<file path="config.mk">
export PLATFORM = sky130hd
export DESIGN_NAME = mem_arbiter_flat
export DESIGN_NICKNAME = d
export VERILOG_FILES = /design/src/rtl/mem_arbiter_if.sv /design/src/rtl/mem_arbiter.sv /design/src/flat_wrapper.sv
export SDC_FILE = /design/constraint.sdc
export NUM_CORES = 1
export LEC_CHECK = 0
export CORE_AREA = 5 5 99 101
export DETAILED_ROUTE_END_ITERATION = 8
export DIE_AREA = 0 0 104 106
export MAX_ROUTING_LAYER = met4
export PLACE_DENSITY = 0.71
export SLEW_MARGIN = 20
export SYNTH_ARGS = -nofsm -noshare
export SYNTH_HDL_FRONTEND = slang
export SYNTH_SLANG_ARGS = --single-unit
</file>
<file path="constraint.sdc">
create_clock -name clk -period 4.2 [get_ports clk]
set_input_delay 0.84 -clock clk [delete_from_list [all_inputs] [get_ports clk]]
set_output_delay 0.84 -clock clk [all_outputs]
set_load 0.1 [all_outputs]
</file>
<file path="src/rtl/mem_arbiter_if.sv">
// rtl/mem_arbiter_if.sv - core-side fetch and load/store ports of the unified memory arbiter
interface mem_arbiter_if #(
    parameter int AW = 32,
    parameter int DW = 32
);
    logic          i_req;
    logic [AW-1:0] i_addr;
    logic          i_gnt;
    logic          i_rvalid;
    logic [DW-1:0] i_rdata;
    logic          d_req;
    logic          d_we;
    logic [AW-1:0] d_addr;
    logic [DW-1:0] d_wdata;
    logic          d_gnt;
    logic          d_rvalid;
    logic [DW-1:0] d_rdata;

    modport master (
        output i_req, i_addr, d_req, d_we, d_addr, d_wdata,
        input  i_gnt, i_rvalid, i_rdata, d_gnt, d_rvalid, d_rdata
    );

    modport slave (
        input  i_req, i_addr, d_req, d_we, d_addr, d_wdata,
        output i_gnt, i_rvalid, i_rdata, d_gnt, d_rvalid, d_rdata
    );
endinterface

</file>
<file path="src/rtl/mem_arbiter.sv">
// rtl/mem_arbiter.sv - single-port memory arbiter, data priority with bounded fetch starvation
module mem_arbiter #(
    parameter int AW         = 32,
    parameter int DW         = 32,
    parameter int MEM_LAT    = 1,
    parameter int MAX_STREAK = 3
) (
    input  logic          clk,
    input  logic          reset,
    mem_arbiter_if.slave  core,
    output logic          mem_en,
    output logic          mem_we,
    output logic [AW-1:0] mem_addr,
    output logic [DW-1:0] mem_wdata,
    input  logic [DW-1:0] mem_rdata
);
    localparam logic [1:0] TAG_NONE   = 2'd0;
    localparam logic [1:0] TAG_I      = 2'd1;
    localparam logic [1:0] TAG_D      = 2'd2;
    localparam logic [3:0] STREAK_MAX = 4'(MAX_STREAK);

    logic       grant_i;
    logic       grant_d;
    logic [3:0] streak_q;
    logic [3:0] streak_d;
    logic [1:0] tag_d;
    logic [1:0] tag_q [MEM_LAT];

    // Fetch wins only when alone or when data has used up its streak allowance.
    always_comb begin
        grant_i = 1'b0;
        grant_d = 1'b0;
        if (!reset) begin
            if (core.i_req && (!core.d_req || streak_q >= STREAK_MAX)) begin
                grant_i = 1'b1;
            end else if (core.d_req) begin
                grant_d = 1'b1;
            end
        end
    end

    assign core.i_gnt = grant_i;
    assign core.d_gnt = grant_d;
    assign mem_en     = grant_i | grant_d;
    assign mem_we     = grant_d & core.d_we;

    always_comb begin
        mem_addr  = '0;
        mem_wdata = '0;
        if (grant_i) begin
            mem_addr = core.i_addr;
        end else if (grant_d) begin
            mem_addr  = core.d_addr;
            mem_wdata = core.d_wdata;
        end
    end

    always_comb begin
        streak_d = streak_q;
        if (!core.i_req || grant_i) begin
            streak_d = '0;
        end else if (grant_d && streak_q < STREAK_MAX) begin
            streak_d = streak_q + 4'd1;
        end
    end

    always_comb begin
        tag_d = TAG_NONE;
        if (grant_i) begin
            tag_d = TAG_I;
        end else if (grant_d && !core.d_we) begin
            tag_d = TAG_D;
        end
    end

    always_ff @(posedge clk) begin
        if (reset) begin
            streak_q <= '0;
            for (int k = 0; k < MEM_LAT; k++) begin
                tag_q[k] <= TAG_NONE;
            end
        end else begin
            streak_q <= streak_d;
            tag_q[0] <= tag_d;
            for (int k = 1; k < MEM_LAT; k++) begin
                tag_q[k] <= tag_q[k-1];
            end
        end
    end

    // A response landing while reset is held belongs to a discarded read.
    assign core.i_rvalid = !reset && (tag_q[MEM_LAT-1] == TAG_I);
    assign core.d_rvalid = !reset && (tag_q[MEM_LAT-1] == TAG_D);
    assign core.i_rdata  = mem_rdata;
    assign core.d_rdata  = mem_rdata;
endmodule

</file>
<file path="src/flat_wrapper.sv">
// flat-port wrapper written by rule: the top's interface ports become plain ports
module mem_arbiter_flat 
#(
    parameter int AW         = 32,
    parameter int DW         = 32,
    parameter int MEM_LAT    = 1,
    parameter int MAX_STREAK = 3
)
  (clk, reset, mem_en, mem_we, mem_addr, mem_wdata, mem_rdata, core_i_req, core_i_addr, core_d_req, core_d_we, core_d_addr, core_d_wdata, core_i_gnt, core_i_rvalid, core_i_rdata, core_d_gnt, core_d_rvalid, core_d_rdata);
  mem_arbiter_if #(.AW(AW), .DW(DW)) core_i ();
  input  logic clk;
  input  logic reset;
  output logic mem_en;
  output logic mem_we;
  output logic [AW-1:0] mem_addr;
  output logic [DW-1:0] mem_wdata;
  input  logic [DW-1:0] mem_rdata;
  input wire logic [$bits(core_i.i_req)-1:0] core_i_req;
  input wire logic [$bits(core_i.i_addr)-1:0] core_i_addr;
  input wire logic [$bits(core_i.d_req)-1:0] core_d_req;
  input wire logic [$bits(core_i.d_we)-1:0] core_d_we;
  input wire logic [$bits(core_i.d_addr)-1:0] core_d_addr;
  input wire logic [$bits(core_i.d_wdata)-1:0] core_d_wdata;
  output wire logic [$bits(core_i.i_gnt)-1:0] core_i_gnt;
  output wire logic [$bits(core_i.i_rvalid)-1:0] core_i_rvalid;
  output wire logic [$bits(core_i.i_rdata)-1:0] core_i_rdata;
  output wire logic [$bits(core_i.d_gnt)-1:0] core_d_gnt;
  output wire logic [$bits(core_i.d_rvalid)-1:0] core_d_rvalid;
  output wire logic [$bits(core_i.d_rdata)-1:0] core_d_rdata;
  assign core_i.i_req = core_i_req;
  assign core_i.i_addr = core_i_addr;
  assign core_i.d_req = core_d_req;
  assign core_i.d_we = core_d_we;
  assign core_i.d_addr = core_d_addr;
  assign core_i.d_wdata = core_d_wdata;
  assign core_i_gnt = core_i.i_gnt;
  assign core_i_rvalid = core_i.i_rvalid;
  assign core_i_rdata = core_i.i_rdata;
  assign core_d_gnt = core_i.d_gnt;
  assign core_d_rvalid = core_i.d_rvalid;
  assign core_d_rdata = core_i.d_rdata;
  mem_arbiter #(.AW(AW), .DW(DW), .MEM_LAT(MEM_LAT), .MAX_STREAK(MAX_STREAK)) u_core (.clk(clk), .reset(reset), .core(core_i), .mem_en(mem_en), .mem_we(mem_we), .mem_addr(mem_addr), .mem_wdata(mem_wdata), .mem_rdata(mem_rdata));
endmodule
</file>
==> impl_metrics.yaml <==
final_layout:
  fin_nets: 474
  area_growth_pct: 123.7
  final_cells: 449
  antenna_cells: 0
  drive_gt1_share_pct: 26.33
hold_path:
  min_path_cells: 1
  hp-class: "reg -> reg"
  min_from: "u_core.streak_q[0]"
  hold_path_end: "u_core.streak_q[0]"
synth:
  yosysMostFrequentCell: "buf_4"
  ys_ff_latch: 6
  synth_top_area_cell: "buf_4"
  syn-cell-area_sq_um: 1693
  synth-seq-area-share_pct: 7.095
  ys_types: 21
  synth_area_leaders: "buf_4 29%, o32ai_1 17%, nand3b_1 14%"
  avgSynthCellArea_sq_um: 6.995
  synth_top_area_share_pct: 28.82
  yosys_warnings: 0
  postSynthCellCount: 242
  synth-edff-count: 0
  synthArstFlopShare_pct: 0
  ys_top_cells_by_count: "65 x buf_4, 33 x and3_1, 32 x inv_1, 32 x nand3b_1, 32 x o32ai_1"
  synthFlopType: "dfxtp_1"
clock_network:
  numCtsBuffers: 3
  cts_root_buf: "clkbuf_8"
  post-cts-setup-buffers: 0
  cts_tree: "built"
  cts_repair_resize_count: 0
  clk_pin_slew_ps: 40
  clock_latency_ps: 230
  cts_sinks: 6
  postCtsHoldBufs: 0
  clockBufferDepth: 2
  htree_levels: 1
placed_design:
  io_buffers: 170
  place_congestion: 0.6858
  place_inst: 446
  dp_hpwl_um: 6331
  dp_slack_ps: 710.3
worst_setup_path:
  end_kind: "output pin"
  cp_num_buf_inv: 4
  r2r_cells: 4
  arrival_ps: 2640
  critPathSlowestCell: "clkdlybuf4s50_1"
  r2r_start: "u_core.streak_q[0]"
  rr_endpoint: "u_core.streak_q[1]"
  crit_path_start_kind: "input pin"
  path_delay_family: "buffers and inverters"
  crit_path_frequent_cell: "buf_4"
  crit_type: "in -> out"
  crit_fanout: 27
  cp_cell_sequence: "clkdlybuf4s50_1, buf_4, nor2b_1, buf_4, and3_1, buf_12"
  r2r_slack_ps: 2820
  cp.required_ps: 3360
  max_stage_delay_ps: 470
route:
  drc_errors: 0
  wl_per_cell_um: 17.29
  ant_nets: 0
  drtIter0Drc: 67
  wl_um: 7763
  vias: 2069
  drtPass1Iterations: 4
  via_per_inst: 4.608
global_routing:
  grt_use_total_pct: 13.45
  grt_antenna_before_repair: 0
  grt_max_degree: 36
  grt_pass1_vias: 2364
  grt_pass1_wl_um: 11970
  grt.overflow.total: 0
floorplanning:
  die_w_um: 104
  dieArea_sq_um: 11020
  rows: 35
  core_area_sq_um: 8934
  start_util_pct: 18.95
  die_y_um: 106
  io_pins: 267
status:
  status: "completed"
power_and_ir_drop:
  power_w: 0.0007296
  p_per_area_nw_per_um2: 192.6
  vdd_ir_drop_max_mv: 0.07939
  power.leakage_nw: 1.621
sta:
  max-slew-margin-rel_pct: 66.72
  fin_crit_ps: 3475
  layout_setup_ws_ps: 724.8
  hold_violations: 0
  fin_tns_setup_ps: 0
  grt_setup_unrepaired: "false"
  setup_viol: 0
  maxSlewViolCount: 0
  holdWs_ps: 442.1
  post-route-period-util_pct: 82.74
  clock-skew-final_ps: 3.129
  tightest_slew_ps: 497.7
  max_freq_mhz: 287.8
run:
  cap_violations: 0
## flip-flops by register name, indices dropped and copies added (netlist names)
name / flops
u_core.streak_q: 4
u_core.tag_q: 2
## area by class of cell
type / instances / area, sq um
multi-input cells: 116 / 882.1
flip-flops and latches: 6 / 120.1
fillers: 847 / 5146
repair buffers: 181 / 2485
well taps: 111 / 138.9
inverters: 32 / 120.1
clock buffers: 3 / 41.29
## cell families (layout without fill, tap and decap cells)
logic type      count (synthesis)  after routing  share of synthesized area [%]
buf+inv                       121            216                          41.61
flops                           6              6                          7.096
compound gates                 34             34                          17.81
fa+ha+maj                       1              1                         0.7390
other cells                     1              2                         0.2215
simple gates                   79             79                          32.52
## metrics by stage
| step | util (%) | cell area [sq um] |
|---|---|---|
| after global placement | 41.93 | 3746 |
| after detailed placement | 41.93 | 3746 |
| after CTS | 42.39 | 3787 |
| after global routing | 42.39 | 3787 |
| after floorplan | - | 1707 |
| final | 42.39 | 3787 |
## cells in the final DEF (no fill, tap or decap)
master / count
inv_1: 32
conb_1: 2
nor4b_4: 1
nand2b_1: 2
buf_4: 11
nor2_1: 5
ha_1: 1
nand3b_1: 32
dfxtp_1: 6
o31ai_2: 1
and3_1: 33
o32ai_1: 32
and4b_1: 1
o31a_1: 1
nor3_1: 1
nor2b_1: 1
buf_12: 70
clkdlybuf4s50_1: 100
clkbuf_8: 3
nor3b_2: 3
## how the worst max path moves through the flow
| stage | slack, ps | depth (start not counted) | start | endpoint |
|---|---|---|---|---|
| floorplan | -280 | 4 | core_d_req | mem_addr[10] |
| global placement | 800 | 6 | reset | mem_addr[31] |
| detailed placement | 710 | 6 | core_d_req | mem_wdata[7] |
| CTS | 710 | 6 | core_d_req | mem_wdata[7] |
| global route | 600 | 6 | core_d_req | mem_wdata[7] |
| finish | 720 | 6 | core_d_req | mem_wdata[7] |
## metal layers
layer  routed length (um)  GRT usage (%)  vias up  share of wire [%]
li1                     -              -      970                  -
met1                 2807          13.73      919                 36
met2                 3987          24.54      140                 51
met3                  687          3.279       40                8.8
met4                  280          5.735        0                3.6
met5                    0              -        -                  0
## worst reg2reg max path: cells and delay by family, from the launching register on
kind | cells | cell delay [ps]
flip-flops | 1 | 310
buffers and inverters | 1 | 290
AND/OR/NAND/NOR | 2 | 470
adder cells (fa/ha/maj) | 1 | 260
## power by group
part,internal [W],switching (W),total [W]
clock network,0.0000617,0.0000266,0.0000884
registers,0.0000594,0.00000200,0.0000614
logic,0.000239,0.000341,0.000580
Power figures use the tool's default switching activity.
